--- config.mk ---
export PLATFORM = sky130hd
export DESIGN_NAME = shift_chain_ctrl
export DESIGN_NICKNAME = d
export VERILOG_FILES = /design/src/rtl/shift_chain_pkg.sv /design/src/rtl/shift_chain_regs.sv /design/src/rtl/shift_chain_ctrl.sv
export SDC_FILE = /design/constraint.sdc
export NUM_CORES = 1
export LEC_CHECK = 0
export ABC_AREA = 1
export CAP_MARGIN = 10
export CORE_MARGIN = 4
export CORE_UTILIZATION = 27
export DETAILED_ROUTE_END_ITERATION = 8
export HOLD_SLACK_MARGIN = 0.12
export PLACE_DENSITY = 0.46
export RECOVER_POWER = 25
export SYNTH_ARGS = -nofsm -noshare
export SYNTH_HDL_FRONTEND = slang
export SYNTH_SLANG_ARGS = --single-unit
--- constraint.sdc ---
create_clock -name clk -period 6.4 [get_ports clk]
set_input_delay 0.96 -clock clk [delete_from_list [all_inputs] [get_ports clk]]
set_output_delay 0.96 -clock clk [all_outputs]
set_load 0.02 [all_outputs]
--- src/rtl/shift_chain_pkg.sv ---
// shift_chain_pkg
// Shared definitions for the shift-chain controller:
//   - op_e    : command operation encoding (LOAD/SHIFT/ROTATE/CLEAR)
//   - state_e : controller FSM states (IDLE/RUN/DONE)
//   - DEFAULT_WIDTH : default chain register width
//   - step_total()  : number of RUN steps a command takes
package shift_chain_pkg;

    localparam int DEFAULT_WIDTH = 32;

    typedef enum logic [1:0] {
        OP_LOAD   = 2'd0,
        OP_SHIFT  = 2'd1,
        OP_ROTATE = 2'd2,
        OP_CLEAR  = 2'd3
    } op_e;

    typedef enum logic [1:0] {
        ST_IDLE = 2'd0,
        ST_RUN  = 2'd1,
        ST_DONE = 2'd2
    } state_e;

    // SHIFT/ROTATE run cmd_count steps, where a count of 0 stands for 8.
    // LOAD/CLEAR always take a single step.
    function automatic logic [3:0] step_total(input op_e op, input logic [2:0] count);
        logic [3:0] n;
        n = 4'd1;
        if (op == OP_SHIFT || op == OP_ROTATE) begin
            n = (count == 3'd0) ? 4'd8 : {1'b0, count};
        end
        return n;
    endfunction

endpackage

--- src/rtl/shift_chain_regs.sv ---
// shift_chain_regs
// Four WIDTH-bit chain registers (a first, d last) updated by one step of the
// selected operation whenever step is high.
// Ports:
//   clk, rst     : clock, asynchronous active-high reset (clears all stages)
//   step         : apply one step of op on this edge
//   op           : LOAD / SHIFT / ROTATE / CLEAR
//   data         : value entering stage a for LOAD and SHIFT
//   a, b, c, d   : chain register contents
module shift_chain_regs
    import shift_chain_pkg::*;
#(
    parameter int WIDTH = DEFAULT_WIDTH
) (
    input  logic             clk,
    input  logic             rst,
    input  logic             step,
    input  op_e              op,
    input  logic [WIDTH-1:0] data,
    output logic [WIDTH-1:0] a,
    output logic [WIDTH-1:0] b,
    output logic [WIDTH-1:0] c,
    output logic [WIDTH-1:0] d
);

    logic [WIDTH-1:0] stage_q [4];

    genvar gi;
    generate
        for (gi = 0; gi < 4; gi++) begin : g_stage
            logic [WIDTH-1:0] q_reg;
            logic [WIDTH-1:0] feed;

            // Stage a is fed by data (SHIFT) or by d (ROTATE wrap-around);
            // every other stage takes its upstream neighbour.
            if (gi == 0) begin : g_head
                assign feed = (op == OP_ROTATE) ? stage_q[3] : data;
            end else begin : g_body
                assign feed = stage_q[gi-1];
            end

            always_ff @(posedge clk or posedge rst) begin
                if (rst) begin
                    q_reg <= '0;
                end else if (step) begin
                    case (op)
                        OP_CLEAR: q_reg <= '0;
                        // LOAD only touches stage a; b..d hold.
                        OP_LOAD:  if (gi == 0) q_reg <= data;
                        default:  q_reg <= feed;
                    endcase
                end
            end

            assign stage_q[gi] = q_reg;
        end
    endgenerate

    assign a = stage_q[0];
    assign b = stage_q[1];
    assign c = stage_q[2];
    assign d = stage_q[3];

endmodule

--- src/rtl/shift_chain_ctrl.sv ---
// shift_chain_ctrl
// Command-driven controller for a four-register shift chain. A command is
// accepted in IDLE (cmd_valid && cmd_ready), executes one step per RUN cycle,
// then spends one cycle in DONE pulsing done before returning to IDLE.
// Ports:
//   clk, rst        : clock, asynchronous active-high reset
//   cmd_valid/ready : command handshake (ready only in IDLE)
//   cmd_op          : 0 LOAD, 1 SHIFT, 2 ROTATE, 3 CLEAR
//   cmd_count       : SHIFT/ROTATE step count, 0 means 8
//   cmd_data        : value fed into a by LOAD and each SHIFT step
//   abort           : end a running command; that cycle's step is dropped
//   a, b, c, d      : chain registers
//   busy            : high in RUN
//   done, aborted   : one-cycle completion pulse, aborted qualifies it
//   op_cnt          : (only with SHIFT_CHAIN_STATUS_EN) count of
//                     non-aborted completions, wraps at 16 bits
// Optional feature macro: SHIFT_CHAIN_STATUS_EN
module shift_chain_ctrl
    import shift_chain_pkg::*;
#(
    parameter int WIDTH = DEFAULT_WIDTH
) (
    input  logic             clk,
    input  logic             rst,
    input  logic             cmd_valid,
    output logic             cmd_ready,
    input  logic [1:0]       cmd_op,
    input  logic [2:0]       cmd_count,
    input  logic [WIDTH-1:0] cmd_data,
    input  logic             abort,
    output logic [WIDTH-1:0] a,
    output logic [WIDTH-1:0] b,
    output logic [WIDTH-1:0] c,
    output logic [WIDTH-1:0] d,
    output logic             busy,
    output logic             done,
    output logic             aborted
`ifdef SHIFT_CHAIN_STATUS_EN
    ,
    output logic [15:0]      op_cnt
`endif
);

    state_e           state_reg;
    op_e              op_reg;
    logic [WIDTH-1:0] data_reg;
    logic [3:0]       steps_reg;
    logic             ready_reg;
    logic             busy_reg;
    logic             done_reg;
    logic             aborted_reg;
    logic             step;

`ifdef SHIFT_CHAIN_STATUS_EN
    logic [15:0]      op_cnt_reg;
    assign op_cnt = op_cnt_reg;
`endif

    // A RUN cycle steps the chain unless abort is sampled on the same edge.
    assign step = (state_reg == ST_RUN) && !abort;

    always_ff @(posedge clk or posedge rst) begin
        if (rst) begin
            state_reg   <= ST_IDLE;
            op_reg      <= OP_LOAD;
            data_reg    <= '0;
            steps_reg   <= '0;
            ready_reg   <= 1'b1;
            busy_reg    <= 1'b0;
            done_reg    <= 1'b0;
            aborted_reg <= 1'b0;
`ifdef SHIFT_CHAIN_STATUS_EN
            op_cnt_reg  <= '0;
`endif
        end else begin
            case (state_reg)
                ST_IDLE: begin
                    if (cmd_valid) begin
                        op_reg    <= op_e'(cmd_op);
                        data_reg  <= cmd_data;
                        steps_reg <= step_total(op_e'(cmd_op), cmd_count);
                        state_reg <= ST_RUN;
                        ready_reg <= 1'b0;
                        busy_reg  <= 1'b1;
                    end
                end
                ST_RUN: begin
                    if (abort) begin
                        state_reg   <= ST_DONE;
                        busy_reg    <= 1'b0;
                        done_reg    <= 1'b1;
                        aborted_reg <= 1'b1;
                    end else begin
                        steps_reg <= steps_reg - 4'd1;
                        // This edge applies the final step.
                        if (steps_reg == 4'd1) begin
                            state_reg <= ST_DONE;
                            busy_reg  <= 1'b0;
                            done_reg  <= 1'b1;
                        end
                    end
                end
                ST_DONE: begin
                    state_reg   <= ST_IDLE;
                    done_reg    <= 1'b0;
                    aborted_reg <= 1'b0;
                    ready_reg   <= 1'b1;
`ifdef SHIFT_CHAIN_STATUS_EN
                    if (!aborted_reg) begin
                        op_cnt_reg <= op_cnt_reg + 16'd1;
                    end
`endif
                end
                default: begin
                    state_reg   <= ST_IDLE;
                    ready_reg   <= 1'b1;
                    busy_reg    <= 1'b0;
                    done_reg    <= 1'b0;
                    aborted_reg <= 1'b0;
                end
            endcase
        end
    end

    assign cmd_ready = ready_reg;
    assign busy      = busy_reg;
    assign done      = done_reg;
    assign aborted   = aborted_reg;

    shift_chain_regs #(
        .WIDTH (WIDTH)
    ) u_regs (
        .clk  (clk),
        .rst  (rst),
        .step (step),
        .op   (op_reg),
        .data (data_reg),
        .a    (a),
        .b    (b),
        .c    (c),
        .d    (d)
    );

endmodule

# Word-level counts from Yosys, hierarchy flattened
# Cells that the tools add are included.
[classes]
add_sub_neg = 1
eq_ne = 11
mux = 25
n_bitwise = 4
reduce_logical = 15
[ops]
columns = ["operator", "n"]
rows = [
  ["$pmux W32 S2", 4],
  ["$mux W32", 1],
  ["$mux W4", 4],
  ["$reduce_and A2 Y1", 6],
  ["$eq A2 B2 Y1 const B", 4],
  ["$pmux W4 S2", 1],
  ["$mux W1", 7],
  ["$mux W2", 3],
  ["$ne A2 B2 Y1 const B", 3],
  ["$pmux W1 S2", 3],
  ["$reduce_and A3 Y1", 2],
  ["$eq A2 B1 Y1 const B", 2],
  ["$eq A4 B1 Y1 const B", 1],
  ["$logic_not A2 Y1", 2],
  ["$not A1 Y1", 4],
  ["$pmux W2 S2", 1],
  ["$sub A4 B1 Y4 const B", 1],
  ["$logic_not A3 Y1", 1],
  ["$ne A3 B2 Y1 const B", 1],
  ["$pmux W1 S3", 1],
  ["$reduce_bool A2 Y1", 1],
  ["$logic_and A1 B1 Y1", 1],
  ["$logic_not A1 Y1", 1],
  ["$logic_or A1 B1 Y1", 1],
]
[word_totals]
regBits = 172
wordCells = 68

# Logic depth before layout (Yosys ltp)
[depth]
depth_word = 5
ltp_mapped = 9

# Cells and area by module
# From an unflattened synthesis, not the netlist that was laid out.
[hier_totals]
hier_cells = 993
area_unflattened_um2 = 8545.7
[modules_own_cells]
columns = ["mod", "instances", "cells_per_inst", "area_each_um2", "seq_area_each_um2"]
rows = [
  ["shift_chain_regs", 1, 776, 6706.4, 3203.1],
  ["shift_chain_ctrl", 1, 217, 1839.3, 1102.3],
]

# Worst setup path after synthesis
# OpenSTA, ideal clock, no wires.
[synth_path]
path_kind = "input -> register"
start = "input port abort"
end = "register u_regs.g_stage[0].q_reg[10], in the netlist u_regs.a[10]"
setup_ps = 124
t_arrival_ps = 1645
t_required_ps = 6276
setup_slack_ps = 4631
cell_stages = 7
path_buffers = 3
cell_sequence = "inv_1 -> nand2_2 -> buf_6 -> buf_6 -> buf_6 -> a21oi_2 -> a2bb2oi_1"
[synth_between]
elab_chain_len = 2
[synth_lines]
columns = ["item", "line", "text"]
rows = [
  ["start: declaration", "shift_chain_ctrl.sv:30", "input logic abort,"],
  ["$logic_not A1 Y1", "shift_chain_ctrl.sv:60", "assign step = (state_reg == ST_RUN) && !abort;"],
  ["$logic_and A1 B1 Y1", "shift_chain_ctrl.sv:60", ""],
  ["end signal: assignment", "shift_chain_regs.sv:49", "OP_LOAD: if (gi == 0) q_reg <= data;"],
  ["end: declaration", "shift_chain_regs.sv:31", "logic [WIDTH-1:0] q_reg;"],
]
# Every way passes these cells.
# A chain may end at the register's enable or synchronous reset.

==> metrics.md <==
| Metric | Value |
|---|---|
| Status | `finished with violations` |
| Failing checks | `max-capacitance violations, max-slew violations` |
| RD Place Congestion | `0.678` |
| Startpoint class of the critical path | `primary input` |
| Total number of yosys warnings | `0` |
| Drt drc | `0` |
| Measured slew at the worst slew-check pin | `3130 ps` |
| Initial Util | `a little over a quarter` |
| Detail Route Antenna Nets | `0` |
| Synthesized area | `~7600 sq um` |
| Rel. slew slack | `-110%` |
| Distinct cells, synth | `23` |
| Mapped Nets | `slightly below 900` |
| First-iteration detailed-routing DRC count | `470` |
| Post-synthesis sequential area ratio | `roughly 57%` |
| Arr. time, crit path | `a little under 4000 ps` |
| CTS tree | `done` |
| Util after Layout | `~37%` |
| Skew-Pair Late Insertion Delay | `~430 ps` |
| GR Util All Layers | `15.3%` |
| Fin crit period | `about 3400 ps` |
| Number of max-slew violations in the final report | `between 60 and 70` |
| Reg clk slew, reported paths | `about 80 ps` |
| Cells after Synth | `slightly above 800` |
| Die Y-Extent | `~180 um` |
| Worst VDD drop | `between 0.3 and 0.4 mV` |
| Root Buffer | `clkbuf_16` |
| Remaining global-route overflow | `0` |
| Post-layout nets | `1009` |
| Yosys reg bits | `roughly 170` |
| Crit end category | `async pin` |
| Clk pwr share | `about a fifth` |
| Total wire length | `between 20000 and 25000 um` |
| PD cells | `566 nW/um^2` |
| Crit Path Class | `primary input to async pin` |
| Detailed Routing Iterations Pass 1 | `4` |
| First-pass GRT wire length | `roughly 38000 um` |
| Net Sw Power | `about 0.0025 W` |
| Ports | `~170` |
| Core Region | `around 28000 sq um` |
| Layout cells sized above 1 | `7.48%` |
| Fill cell count | `approximately 2800` |
| CTS Buf Count | `17` |
| Clock Tree Buf Depth | `2` |
| FF/Latch Area | `~4300 sq um` |
| Largest net degree at the start of global routing | `between 100 and 150` |
| Leak pwr | `roughly 4.5 nW` |
| CP Max Fanout | `~110` |
| IO buf count | `172` |
| Hold_buf cts | `0` |
| Clk sinks | `about 170` |
| Footprint of the multi-input gates | `about 2800 sq um` |
| Worst EP required | `around 6900 ps` |
| Internal power | `~0.0032 W` |
| HPWL Detailed | `roughly 14000 um` |
| RSZ-0062 raised after global routing | `false` |
| Setup Buffers After CTS | `0` |
| Final Hold Violating Endpoints | `0` |
| DR vias/cell | `4.70` |
| Max Cap Viol | `1` |
| Reg2Reg Launch Point | `op_reg[0]` |
| Die area | `roughly 30000 sq um` |
| Rows | `a little over 60` |
| Fmax | `0.296 GHz` |
| Final worst-path cycle share | `a little over half` |
| Crit path from | `rst` |
| Antenna violations before repair | `0` |
| Post-CTS Resized | `0` |
| Vias in the first global route | `6462` |
| H-tree levels | `4` |
| Diode count | `0` |
| Via Count | `6358` |
| Sw frac | `approximately 44%` |
| Flop pwr share | `34.5%` |
| Synth Area per Inst | `approximately 9.1 sq um` |
| Hold path startpoint | `busy` |
| Fin Clk Skew | `11.6 ps` |
| Die width | `176 um` |
| Comb pwr share | `between 40% and 50%` |
| Per-cell routed wire length | `~17 um` |
| Syn-to-layout area delta | `34.0%` |
| Min-delay worst type | `flop to flop` |
| Fin Setup TNS | `0 ps` |
| Finish-stage setup viols | `0` |
[layout by cell type, fill, tap and decap left out, types with 2 or more instances in the layout]
cell and n:
a21oi_1 12, a21oi_2 20, a2bb2oi_1 31, buf_4 7
bufinv_16 2, clkbuf_16 17, clkdlybuf4s50_1 170, clkinv_2 2
clkinv_8 2, dfrtp_1 171, dlygate4sd3_1 2, ha_1 3
ha_2 2, inv_1 44, inv_2 2, inv_6 6
inv_8 3, nand2_1 221, nand3_1 104, nor2_1 10
nor2_4 3, o211ai_1 32, o21ai_0 103
[power groups by stage]
| stage | clock network (W) | logic, W | registers, W |
|---|---|---|---|
| floorplan | 0 | 0.00116 | 0.00233 |
| global placement | 0 | 0.00269 | 0.00200 |
| detailed placement | 0 | 0.00271 | 0.00200 |
| CTS | 0.00114 | 0.00271 | 0.00198 |
| global route | 0.00118 | 0.00293 | 0.00206 |
| finish | 0.00110 | 0.00266 | 0.00198 |
[layout make-up]
cell class / count / area share, %
flip-flops and latches: 172 / 42.4
multi-input cells: 543 / 27.3
repair buffers: 180 / 17.7
well taps: 378 / 4.66
clock buffers: 17 / 4.19
clock inverters: 15 / 1.92
inverters: 49 / 1.85
[cell usage after synthesis, drive strengths merged]
library cell / count / area (sq um)
a21oi: 32 / 235
a2bb2oi: 31 / 272
buf: 30 / 205
clkbuf: 35 / 131
clkinv: 2 / 8.75
dfrtp: 171 / 4280
dfstp: 1 / 26.3
ha: 5 / 62.6
inv: 47 / 176
nand2: 222 / 836
nand3: 105 / 526
nor2: 13 / 66.3
o211ai: 32 / 240
o21ai: 103 / 515
[kinds of logic (layout without fill, tap and decap cells)]
logic type | count (synthesis) | in the layout | share of synthesized area [%]
buffers and inverters | 114 | 261 | 6.88
AND/OR/NAND/NOR | 340 | 340 | 18.8
AO/OA/AOI/OAI | 198 | 198 | 16.7
flip-flops | 172 | 172 | 56.8
adder cells (fa/ha/maj) | 5 | 5 | 0.825
[critical path: stages]
cell           delay (ps)
dlygate4sd3_1         550
clkinvlp_2           1730
buf_12                490
[through the flow]
step           power, W  hold WS (ps)  cells  worst slack (ps)  instance area, sq um
3_5_place_dp    0.00471           480   1322              2800                  9540
5_1_grt         0.00616           521   1354              2430                 10200
3_3_place_gp    0.00469           487   1322              2820                  9540
4_1_cts         0.00584           501   1354              3230                 10200
6_report        0.00575           498   1354              3020                 10200
2_1_floorplan   0.00349           464    829               782                  7580
[path summary, 6_finish.rpt]
path | slack (ps) | to | cells past startpoint
setup / recovery | 3020 | u_regs.c[31] | 3
hold / removal | 500 | busy | 2
setup reg to reg | 3330 | u_regs.a[30] | 10
hold reg to reg | 500 | busy | 2
max in group clk | 3140 | u_regs.d[17] | 8
min in group asynchronous | 1860 | u_regs.c[21] | 2
[metal layers]
| layer | vias to the layer above | wire length [um] | GRT usage, % |
|---|---|---|---|
| li1 | 3067 | - | - |
| met1 | 3108 | 11100 | 21.5 |
| met2 | 161 | 10800 | 24.3 |
| met3 | 22 | 1050 | 3.14 |
| met4 | 0 | 297 | 4.22 |
| met5 | - | 0 | 0 |
No activity file was read; power rests on OpenSTA's default activity.
